## src/rtl/scratchpad_scrub_ram.sv

```systemverilog
// rtl/scratchpad_scrub_ram.sv - TL-UL scratchpad RAM with credit backpressure, request denial and zeroize FSM
module scratchpad_scrub_ram #(
    parameter int unsigned     AW        = 32,
    parameter logic [AW-1:0]   ADDRESS   = '0,
    parameter int unsigned     DEPTH     = 256,
    parameter int unsigned     DW        = 64,
    parameter int unsigned     AIW       = 8,
    parameter int unsigned     SZW       = 3,
    parameter int unsigned     RSP_DEPTH = 4
) (
    input  logic              clk,
    input  logic              rst,
    input  logic [2:0]        a_opcode,
    input  logic [SZW-1:0]    a_size,
    input  logic [AIW-1:0]    a_source,
    input  logic [AW-1:0]     a_address,
    input  logic [DW/8-1:0]   a_mask,
    input  logic [DW-1:0]     a_data,
    input  logic              a_valid,
    output logic              a_ready,
    output logic [2:0]        d_opcode,
    output logic [SZW-1:0]    d_size,
    output logic [AIW-1:0]    d_source,
    output logic              d_denied,
    output logic [DW-1:0]     d_data,
    output logic              d_corrupt,
    output logic              d_valid,
    input  logic              d_ready,
    input  logic              scrub_req,
    output logic              scrub_busy,
    output logic              scrub_done
);
    localparam int unsigned NB    = DW / 8;
    localparam int unsigned WORDS = DEPTH / NB;
    localparam int unsigned OFFW  = $clog2(NB);
    localparam int unsigned IW    = $clog2(WORDS);
    localparam int unsigned PW    = (RSP_DEPTH > 1) ? $clog2(RSP_DEPTH) : 1;
    localparam int unsigned CW    = $clog2(RSP_DEPTH + 1);
    localparam int unsigned OW    = CW + 1;

    typedef enum logic [1:0] {ST_IDLE, ST_DRAIN, ST_SCRUB, ST_DONE} state_t;

    typedef struct packed {
        logic [2:0]     opcode;
        logic [SZW-1:0] size;
        logic [AIW-1:0] source;
        logic           denied;
        logic           corrupt;
        logic [DW-1:0]  data;
    } rsp_t;

    state_t         state;
    logic [IW-1:0]  ctr;

    // Request decode; the borrow of the base subtraction flags addresses below the window
    logic [AW:0]    addr_diff;
    logic [AW-1:0]  word_off;
    logic [IW-1:0]  word_idx;
    logic           below, oob, bad_op, bad_size, denied, is_get, is_put;
    logic           accept, put_we, scrub_we;

    assign addr_diff = {1'b0, a_address} - {1'b0, ADDRESS};
    assign below     = addr_diff[AW];
    assign word_off  = addr_diff[AW-1:0] >> OFFW;
    assign word_idx  = word_off[IW-1:0];
    assign oob       = |(word_off >> IW);
    assign is_get    = (a_opcode == 3'd4);
    assign is_put    = (a_opcode == 3'd0) || (a_opcode == 3'd1);
    assign bad_op    = !(is_get || is_put);
    assign bad_size  = (a_size > SZW'(OFFW));
    assign denied    = bad_op || below || oob || bad_size;
    assign accept    = a_valid && a_ready;
    assign put_we    = accept && is_put && !denied;
    assign scrub_we  = (state == ST_SCRUB);

    logic [DW-1:0]  mem [WORDS];
    logic [DW-1:0]  rdata;

    always_ff @(posedge clk) begin
        if (!rst && scrub_we) begin
            mem[ctr] <= '0;
        end else if (!rst && put_we) begin
            for (int i = 0; i < NB; i++) begin
                if (a_mask[i]) mem[word_idx][8*i +: 8] <= a_data[8*i +: 8];
            end
        end
        rdata <= mem[word_idx];
    end

    logic           s1_valid;
    logic [2:0]     s1_opcode;
    logic [SZW-1:0] s1_size;
    logic [AIW-1:0] s1_source;
    logic           s1_denied;
    logic           s1_data_en;
    rsp_t           s1_rsp;

    always_ff @(posedge clk) begin
        if (rst) s1_valid <= 1'b0;
        else     s1_valid <= accept;
    end

    always_ff @(posedge clk) begin
        if (accept) begin
            s1_opcode  <= is_get ? 3'd1 : 3'd0;
            s1_size    <= a_size;
            s1_source  <= a_source;
            s1_denied  <= denied;
            s1_data_en <= is_get && !denied;
        end
    end

    always_comb begin
        s1_rsp         = '0;
        s1_rsp.opcode  = s1_opcode;
        s1_rsp.size    = s1_size;
        s1_rsp.source  = s1_source;
        s1_rsp.denied  = s1_denied;
        s1_rsp.corrupt = s1_denied && (s1_opcode == 3'd1);
        s1_rsp.data    = s1_data_en ? rdata : '0;
    end

    // Fall-through response FIFO: an S1 response bypasses storage when the queue is empty and d_ready is high
    rsp_t           fifo [RSP_DEPTH];
    logic [PW-1:0]  wr_ptr, rd_ptr;
    logic [CW-1:0]  count;
    logic           fifo_empty, bypass, push, pop;
    logic [OW-1:0]  occ;
    rsp_t           d_rsp;

    function automatic logic [PW-1:0] ptr_inc(input logic [PW-1:0] p);
        return (p == PW'(RSP_DEPTH - 1)) ? '0 : p + 1'b1;
    endfunction

    assign fifo_empty = (count == '0);
    assign bypass     = s1_valid && fifo_empty && d_ready;
    assign push       = s1_valid && !bypass;
    assign pop        = !fifo_empty && d_ready;

    always_ff @(posedge clk) begin
        if (rst) begin
            wr_ptr <= '0;
            rd_ptr <= '0;
            count  <= '0;
        end else begin
            if (push) wr_ptr <= ptr_inc(wr_ptr);
            if (pop)  rd_ptr <= ptr_inc(rd_ptr);
            count <= count + CW'(push) - CW'(pop);
        end
    end

    always_ff @(posedge clk) begin
        if (push) fifo[wr_ptr] <= s1_rsp;
    end

    always_comb begin
        d_rsp = '0;
        if (!fifo_empty)   d_rsp = fifo[rd_ptr];
        else if (s1_valid) d_rsp = s1_rsp;
    end

    assign d_valid   = !fifo_empty || s1_valid;
    assign d_opcode  = d_rsp.opcode;
    assign d_size    = d_rsp.size;
    assign d_source  = d_rsp.source;
    assign d_denied  = d_rsp.denied;
    assign d_corrupt = d_rsp.corrupt;
    assign d_data    = d_rsp.data;

    // Credits: every accepted request holds a FIFO slot until its response is consumed
    assign occ     = OW'(count) + OW'(s1_valid);
    assign a_ready = (state == ST_IDLE) && (occ < OW'(RSP_DEPTH));

    always_ff @(posedge clk) begin
        if (rst) begin
            state      <= ST_IDLE;
            ctr        <= '0;
            scrub_busy <= 1'b0;
            scrub_done <= 1'b0;
        end else begin
            scrub_done <= 1'b0;
            case (state)
                ST_IDLE: begin
                    if (scrub_req) begin
                        state      <= ST_DRAIN;
                        scrub_busy <= 1'b1;
                    end
                end
                ST_DRAIN: begin
                    ctr <= '0;
                    if (!s1_valid) state <= ST_SCRUB;
                end
                ST_SCRUB: begin
                    if (ctr == IW'(WORDS - 1)) begin
                        state      <= ST_DONE;
                        scrub_done <= 1'b1;
                    end else begin
                        ctr <= ctr + 1'b1;
                    end
                end
                default: begin
                    state      <= ST_IDLE;
                    scrub_busy <= 1'b0;
                    ctr        <= '0;
                end
            endcase
        end
    end
endmodule

```

## config.mk

```make
export PLATFORM = sky130hd
export DESIGN_NAME = scratchpad_scrub_ram
export DESIGN_NICKNAME = d
export VERILOG_FILES = /design/src/rtl/scratchpad_scrub_ram.sv
export SDC_FILE = /design/constraint.sdc
export NUM_CORES = 2
export LEC_CHECK = 0
export ABC_AREA = 1
export CAP_MARGIN = 25
export CORE_MARGIN = 2
export CORE_UTILIZATION = 45
export CTS_CLUSTER_SIZE = 8
export DETAILED_ROUTE_END_ITERATION = 10
export PLACE_DENSITY = 0.6
export SYNTH_ARGS = -nofsm -noshare
export SYNTH_HDL_FRONTEND = slang
export SYNTH_SLANG_ARGS = --single-unit
```

## constraint.sdc

```tcl
create_clock -name clk -period 9.5 [get_ports clk]
set_input_delay 1.425 -clock clk [delete_from_list [all_inputs] [get_ports clk]]
set_output_delay 1.425 -clock clk [all_outputs]
set_load 0.02 [all_outputs]
```

Yosys cells after proc, flatten, opt, wreduce, memory -nomap -nowiden
Memories as Yosys holds them, arrays and structs flattened. A register that Yosys moved wholly into a read port is not among the register bits.
Index checks and enable logic that the tools add are counted.
{"block": "word_totals", "register_bits": 33, "mem_count": 2, "output_inout_bits": 84, "input_bits": 123, "mem_bits_rw": 2368}
{"block": "op_classes", "n_lt_le_gt_ge": 2, "addsub": 6, "n_reduce_logical": 32, "n_mux": 56, "eq_ne": 12, "bitwise": 3}
{"memory": "mem", "depth": 32, "word_bits": 64, "read_ports": 1, "rd_ports_with_merged_regs": 1, "write_ports": 1, "line": "76", "source": "logic [DW-1:0] mem [WORDS];"}
{"memory": "fifo", "depth": 4, "word_bits": 80, "read_ports": 1, "rd_ports_with_merged_regs": 1, "write_ports": 1, "line": "124", "source": "rsp_t fifo [RSP_DEPTH];"}
{"op": "$mux 80", "count": 2}
{"op": "$mux 64", "count": 2}
{"op": "$reduce_or 64->1", "count": 1}
{"op": "$mux 1", "count": 39}
{"op": "$reduce_or 24->1", "count": 1}
{"op": "$mux 2", "count": 7}
{"op": "$logic_and 1x1->1", "count": 12}
{"op": "$mux 5", "count": 2}
{"op": "$pmux 5 s2", "count": 1}
{"op": "$mux 8", "count": 1}
{"op": "$eq 2x2->1 const B", "count": 3}
{"op": "$eq 3x1->1 const B", "count": 2}
{"op": "$logic_not 3->1", "count": 2}
{"op": "$ne 2x2->1 const B", "count": 3}
{"op": "$pmux 2 s3", "count": 1}
{"op": "$add 5x1->5 const B", "count": 1}
{"op": "$eq 5x5->1 const B", "count": 1}
{"op": "$logic_not 1->1", "count": 5}
{"op": "$logic_or 1x1->1", "count": 5}
{"op": "$add 2x1->2 const B", "count": 2}
{"op": "$add 3x1->4", "count": 1}
{"op": "$lt 4x3->1 const B", "count": 1}
{"op": "$reduce_and 2->1", "count": 2}
{"op": "$reduce_or 2->1", "count": 2}
{"op": "other kinds (10)", "count": 12}

Depth between registers and ports, before layout
{"block": "depth", "depth_word": 14, "ltp_mapped": 15}

Least setup slack after synthesis
Ideal clock, no wire load.
{"block": "synth_timing", "path_type": "input to register", "from": "input port d_ready", "to": "memory fifo[0][0] in the netlist's numbering (enable)", "required_ns": 8.985, "stages": 3, "n_path_buf": 0, "t_arrival_ns": 4.973, "setup_time_ns": 0.515, "path_slack_ns": 4.011, "cell_sequence": "inv_1 -> o21ai_1 -> nor2_1"}
{"block": "synth_between", "elab_chain_cells": 5}
{"item": "start, declared", "line": "28", "source": "input logic d_ready,"}
{"item": "$logic_and 1x1->1", "line": "136", "source": "assign bypass = s1_valid && fifo_empty && d_ready;"}
{"item": "$logic_not 1->1", "line": "137", "source": "assign push = s1_valid && !bypass;"}
{"item": "$logic_and 1x1->1", "line": "137"}
{"item": "$mux 1", "line": "153", "source": "if (push) fifo[wr_ptr] <= s1_rsp;"}
{"item": "$mux 1 (not written as such)", "line": "153"}
{"item": "end, declared", "line": "124"}
No other way between the ends.

Final worst setup path
{"block": "layout_timing", "from": "register s1_valid", "to": "memory mem[30][7] (enable)"}
{"block": "layout_between", "elab_chain_cells": 12, "elab_cells_between_ends": 34, "classes_between": "1 x add/sub; 1 x order compare; 26 x mux; 6 x reduce/logical"}
{"item": "start, declared", "line": "90", "source": "logic s1_valid;"}
{"item": "start signal, assigned", "line": "100", "source": "else s1_valid <= accept;"}
{"item": "$add 3x1->4 *", "line": "171", "source": "assign occ = OW'(count) + OW'(s1_valid);"}
{"item": "$lt 4x3->1 *", "line": "172", "source": "assign a_ready = (state == ST_IDLE) && (occ < OW'(RSP_DEPTH));"}
{"item": "$logic_and 1x1->1 *", "line": "172"}
{"item": "$logic_and 1x1->1 *", "line": "72", "source": "assign accept = a_valid && a_ready;"}
{"item": "net accept", "line": "60", "source": "logic accept, put_we, scrub_we;"}
{"item": "$logic_and 1x1->1 * (2 in a row)", "line": "73", "source": "assign put_we = accept && is_put && !denied;"}
{"item": "$logic_and 1x1->1 *", "line": "82", "source": "end else if (!rst && put_we) begin"}
{"item": "$mux 1", "line": "82"}
{"item": "$mux 1", "line": "80", "source": "if (!rst && scrub_we) begin"}
{"item": "$mux 1 (not written as such)", "line": "84", "source": "if (a_mask[i]) mem[word_idx][8*i +: 8] <= a_data[8*i +: 8];"}
{"item": "$reduce_or 64->1 (no source line)"}
{"item": "$mux 5 (no source line) / $mux 8 (equally long branches)"}
{"item": "end, declared", "line": "76"}
Mark *: on every way through the listed nets, which the timed path passes. The rest lies on a longest branch.

==> results.toml <==
[status]
run_status = "finished clean"

[synthesis]
syn-mean-instance-area_um2 = 12.99
asyncSetResetFlopFracSynth_pct = 0
synth-warning-count = 0
synth-seq-area-share_pct = 73.68
synthMostInstantiatedCell = "sky130_fd_sc_hd__edfxtp_1"
synthDominantAreaCellType = "sky130_fd_sc_hd__edfxtp_1"
ys_ff_latch = 2457
synth.top_cells.by_area = "sky130_fd_sc_hd__edfxtp_1, sky130_fd_sc_hd__o21ai_0, sky130_fd_sc_hd__nor2_1"
synth_top_flop_cell = "sky130_fd_sc_hd__edfxtp_1"
syn_area_mm2 = 0.09901
netlist.area_leader.share_pct = 72.00
netlist_instances = 7624
synth_enable_flop_cells = 2374
synth.top_cells.by_count = "sky130_fd_sc_hd__edfxtp_1, sky130_fd_sc_hd__nor2_1, sky130_fd_sc_hd__o21ai_0"
synthDistinctLibCells = 51

[cts]
ctsHtreeMaxLevel = 5
clock_path_buffers = 4
cts_root_buf = "sky130_fd_sc_hd__clkbuf_16"
ctsHoldBuffers = 0
insertion_delay_ns = 0.94
tritoncts.num_buffers = 357
worst_setup_hold_path_clk_slew_ns = 0.05
tritoncts_clock_tree = "done"
cts.sinks = 2457
post_cts_setup_buffers = 0
post_cts_repair_resize_count = 0

[place]
placer_congestion = 0.8142
dp.final_hpwl_um = 145100
placed_cell_area_mm2 = 0.1034
placed_insts = 10230
io_buffer_count = 201

[sta]
final_min_period_over_clock_period_pct = 59.94
timing.slew.headroom_pct = 25.03
min_period_ns = 5.694
hold_violations = 0
achievable-frequency_mhz = 175.6
timing.setup.tns_ns = 0
finalSetupViolCount = 0
max_slew.worst_pin.slew_ns = 1.125
timing.clock.skew_ns = 0.05733
rsz0062_at_grt = "no"
drv_slew = 0

[routing]
number_of_nets_still_failing_antenna_checks_after_routing = 0
wl_per_cell_um = 24.30
post-route-drc-count = 0
drt-vias-per-instance = 5.815
drtPass1Iterations = 6
finalWirelength_um = 261800
detail_route.iter0.violations = 7255
route.vias.total = 62660

[cells_and_area]
nNetsFinal = 7856
drive_gt1_share_pct = 11.42
postLayoutCellArea_mm2 = 0.1133
ff_latch_area_mm2 = 0.07296
finalNonFillerCells = 10780
multiInputGateArea_mm2 = 0.02307
area_overhead_vs_synth_pct = 14.46
num-fill-cells = 18280
insertedDiodeCount = 0

[pwr]
power_leakage_nw = 37.67
peakVddDrop_mv = 0.2287
comb_power_share_pct = 12.0
power.internal_mw = 19.98
power.total_mw = 26.59
total_switching_power_mw = 6.601
power.share.switching_pct = 24.83
seq_power_share_pct = 45.6
power.clock.fraction_pct = 42.5
total_power_density_per_cell_area_mw_per_mm2 = 234.6

[setup_path]
critPathMostFrequentCell = "sky130_fd_sc_hd__nand2_1"
critical_path_class = "flip-flop to flip-flop"
family_with_the_most_delay_on_the_worst_path = "simple AND/OR/NAND/NOR gates"
crit_chain = "nand3_1 -> nand2_1 -> nand2_1 -> nor3_4 -> nand2_2 -> nor2_4 -> o41ai_4 -> nand2_2 -> nand2_1 -> nand2_1 -> nand2_8 -> buf_4 -> nor3_1 -> buf_4"
crit_arrival_ns = 6.36
timing.critical_path.slowest_cell_delay_ns = 0.93
crit_fanout = 33
critical_path.startpoint_type = "flip-flop"
path_buf_inv = 2
critPathSlowestCell = "sky130_fd_sc_hd__dfxtp_1"
worst_setup_path_end_kind = "flip-flop"
cp_required_ns = 10.16

[global_route]
antenna_found_initial = 8
grtUsageTotal_pct = 22.93
grt.overflow.total = 0
vias_in_the_first_global_route = 60320
maximum_number_of_pins_on_one_net_before_global_route_repair = 206
first_pass_grt_wire_length_um = 390000

[die]
ioPinCount = 207
placement_rows = 172
die_h_um = 473.1
core_area_mm2 = 0.2193
initial_core_util_pct = 45.15
die_area_mm2 = 0.2238
die_outline_width_um = 473.1

[hold_path]
hold_wc_path_type = "flip-flop to flip-flop"

[flow_run]
max_cap_violations = 0
placed cells by master, fill, tap and decap left out, types with 11 or more instances in the layout:
master,count
sky130_fd_sc_hd__nand2_1,481
sky130_fd_sc_hd__dfxtp_1,81
sky130_fd_sc_hd__clkdlybuf4s50_1,196
sky130_fd_sc_hd__o22ai_1,557
sky130_fd_sc_hd__a221o_1,65
sky130_fd_sc_hd__edfxtp_1,2374
sky130_fd_sc_hd__a21oi_1,220
sky130_fd_sc_hd__clkbuf_1,173
sky130_fd_sc_hd__clkbuf_16,365
sky130_fd_sc_hd__nor3_2,256
sky130_fd_sc_hd__o31ai_1,24
sky130_fd_sc_hd__a221oi_1,13
sky130_fd_sc_hd__ha_1,14
sky130_fd_sc_hd__o221ai_1,34
sky130_fd_sc_hd__inv_1,161
sky130_fd_sc_hd__nand2_2,11
sky130_fd_sc_hd__buf_4,122
sky130_fd_sc_hd__nand3_1,23
sky130_fd_sc_hd__o21ai_0,1285
sky130_fd_sc_hd__a31o_2,13
sky130_fd_sc_hd__nor2_1,1251
sky130_fd_sc_hd__nor2_2,62
final cells by class:
cell class / instances / area share [%]
Multi-Input combinational cell: 4393 / 20.36
Clock buffer: 538 / 8.633
Clock inverter: 8 / 0.08060
Tap cell: 2871 / 3.170
Timing Repair Buffer: 331 / 2.758
Inverter: 178 / 0.6183
Sequential cell: 2457 / 64.38
flip-flops by register name, summed over array words and instances (netlist names), 2 cells and up, named ones only:
register / cells
ctr: 5
state: 2
mem: 2048
count: 3
fifo: 312
wr_ptr: 2
s1_size: 3
rd_ptr: 2
rdata: 64
s1_source: 8
path summary, 6_finish.rpt:
| kind | from | to | slack [ns] | cells past startpoint |
|---|---|---|---|---|
| max | s1_valid | mem[30][7] | 3.81 | 14 |
| min | scrub_busy | scrub_busy | 0.52 | 2 |
| max reg2reg | s1_valid | mem[30][7] | 3.81 | 14 |
| min reg2reg | scrub_busy | scrub_busy | 0.52 | 2 |
metrics by stage:
stage / hold slack, ns / utilization, % / worst slack (ns)
floorplan: 0.4648 / - / 4.011
finish: 0.5210 / 51.68 / 3.806
global placement: 0.5072 / 47.13 / 2.877
CTS: 0.5167 / 51.64 / 3.801
detailed placement: 0.5115 / 47.14 / 2.993
global route: 0.5536 / 51.68 / 3.442
kinds of logic after synthesis:
group                      count (synthesis)  synth area share [%]
DFF                                     2457                 73.68
xor gates and xnor gates                   1              0.008847
other                                      1              0.003787
adders and majority gates                 15                0.1971
AOI/OAI and AO/OA                       2246                 12.85
buffers and inverters                    775                 3.279
and+or+nand+nor                         2129                 9.988
power groups by stage:
stage | clock network (mW) | logic [mW] | registers [mW]
floorplan | 0 | 1.93 | 12.2
global placement | 0 | 3.12 | 12.3
detailed placement | 0 | 3.18 | 12.3
CTS | 11.4 | 3.19 | 12.1
global route | 11.9 | 3.43 | 12.1
finish | 11.3 | 3.18 | 12.1
per-layer routing:
layer | track usage (%) | up-vias | part of all wire (%)
met5 | 0 | - | 0.0080
met4 | 6.237 | 4 | 2.2
met3 | 3.822 | 380 | 8.1
met2 | 35.05 | 2660 | 45
met1 | 33.98 | 31130 | 44
li1 | - | 28490 | -
worst register-to-register path, delay by kind of cell, from the launching register on:
kind            cells  cell delay, ns
buf+inv             2            0.89
flops               1            0.93
compound gates      1            0.25
simple gates       11            3.35
Note: power is estimated with default switching activity, not from simulation.
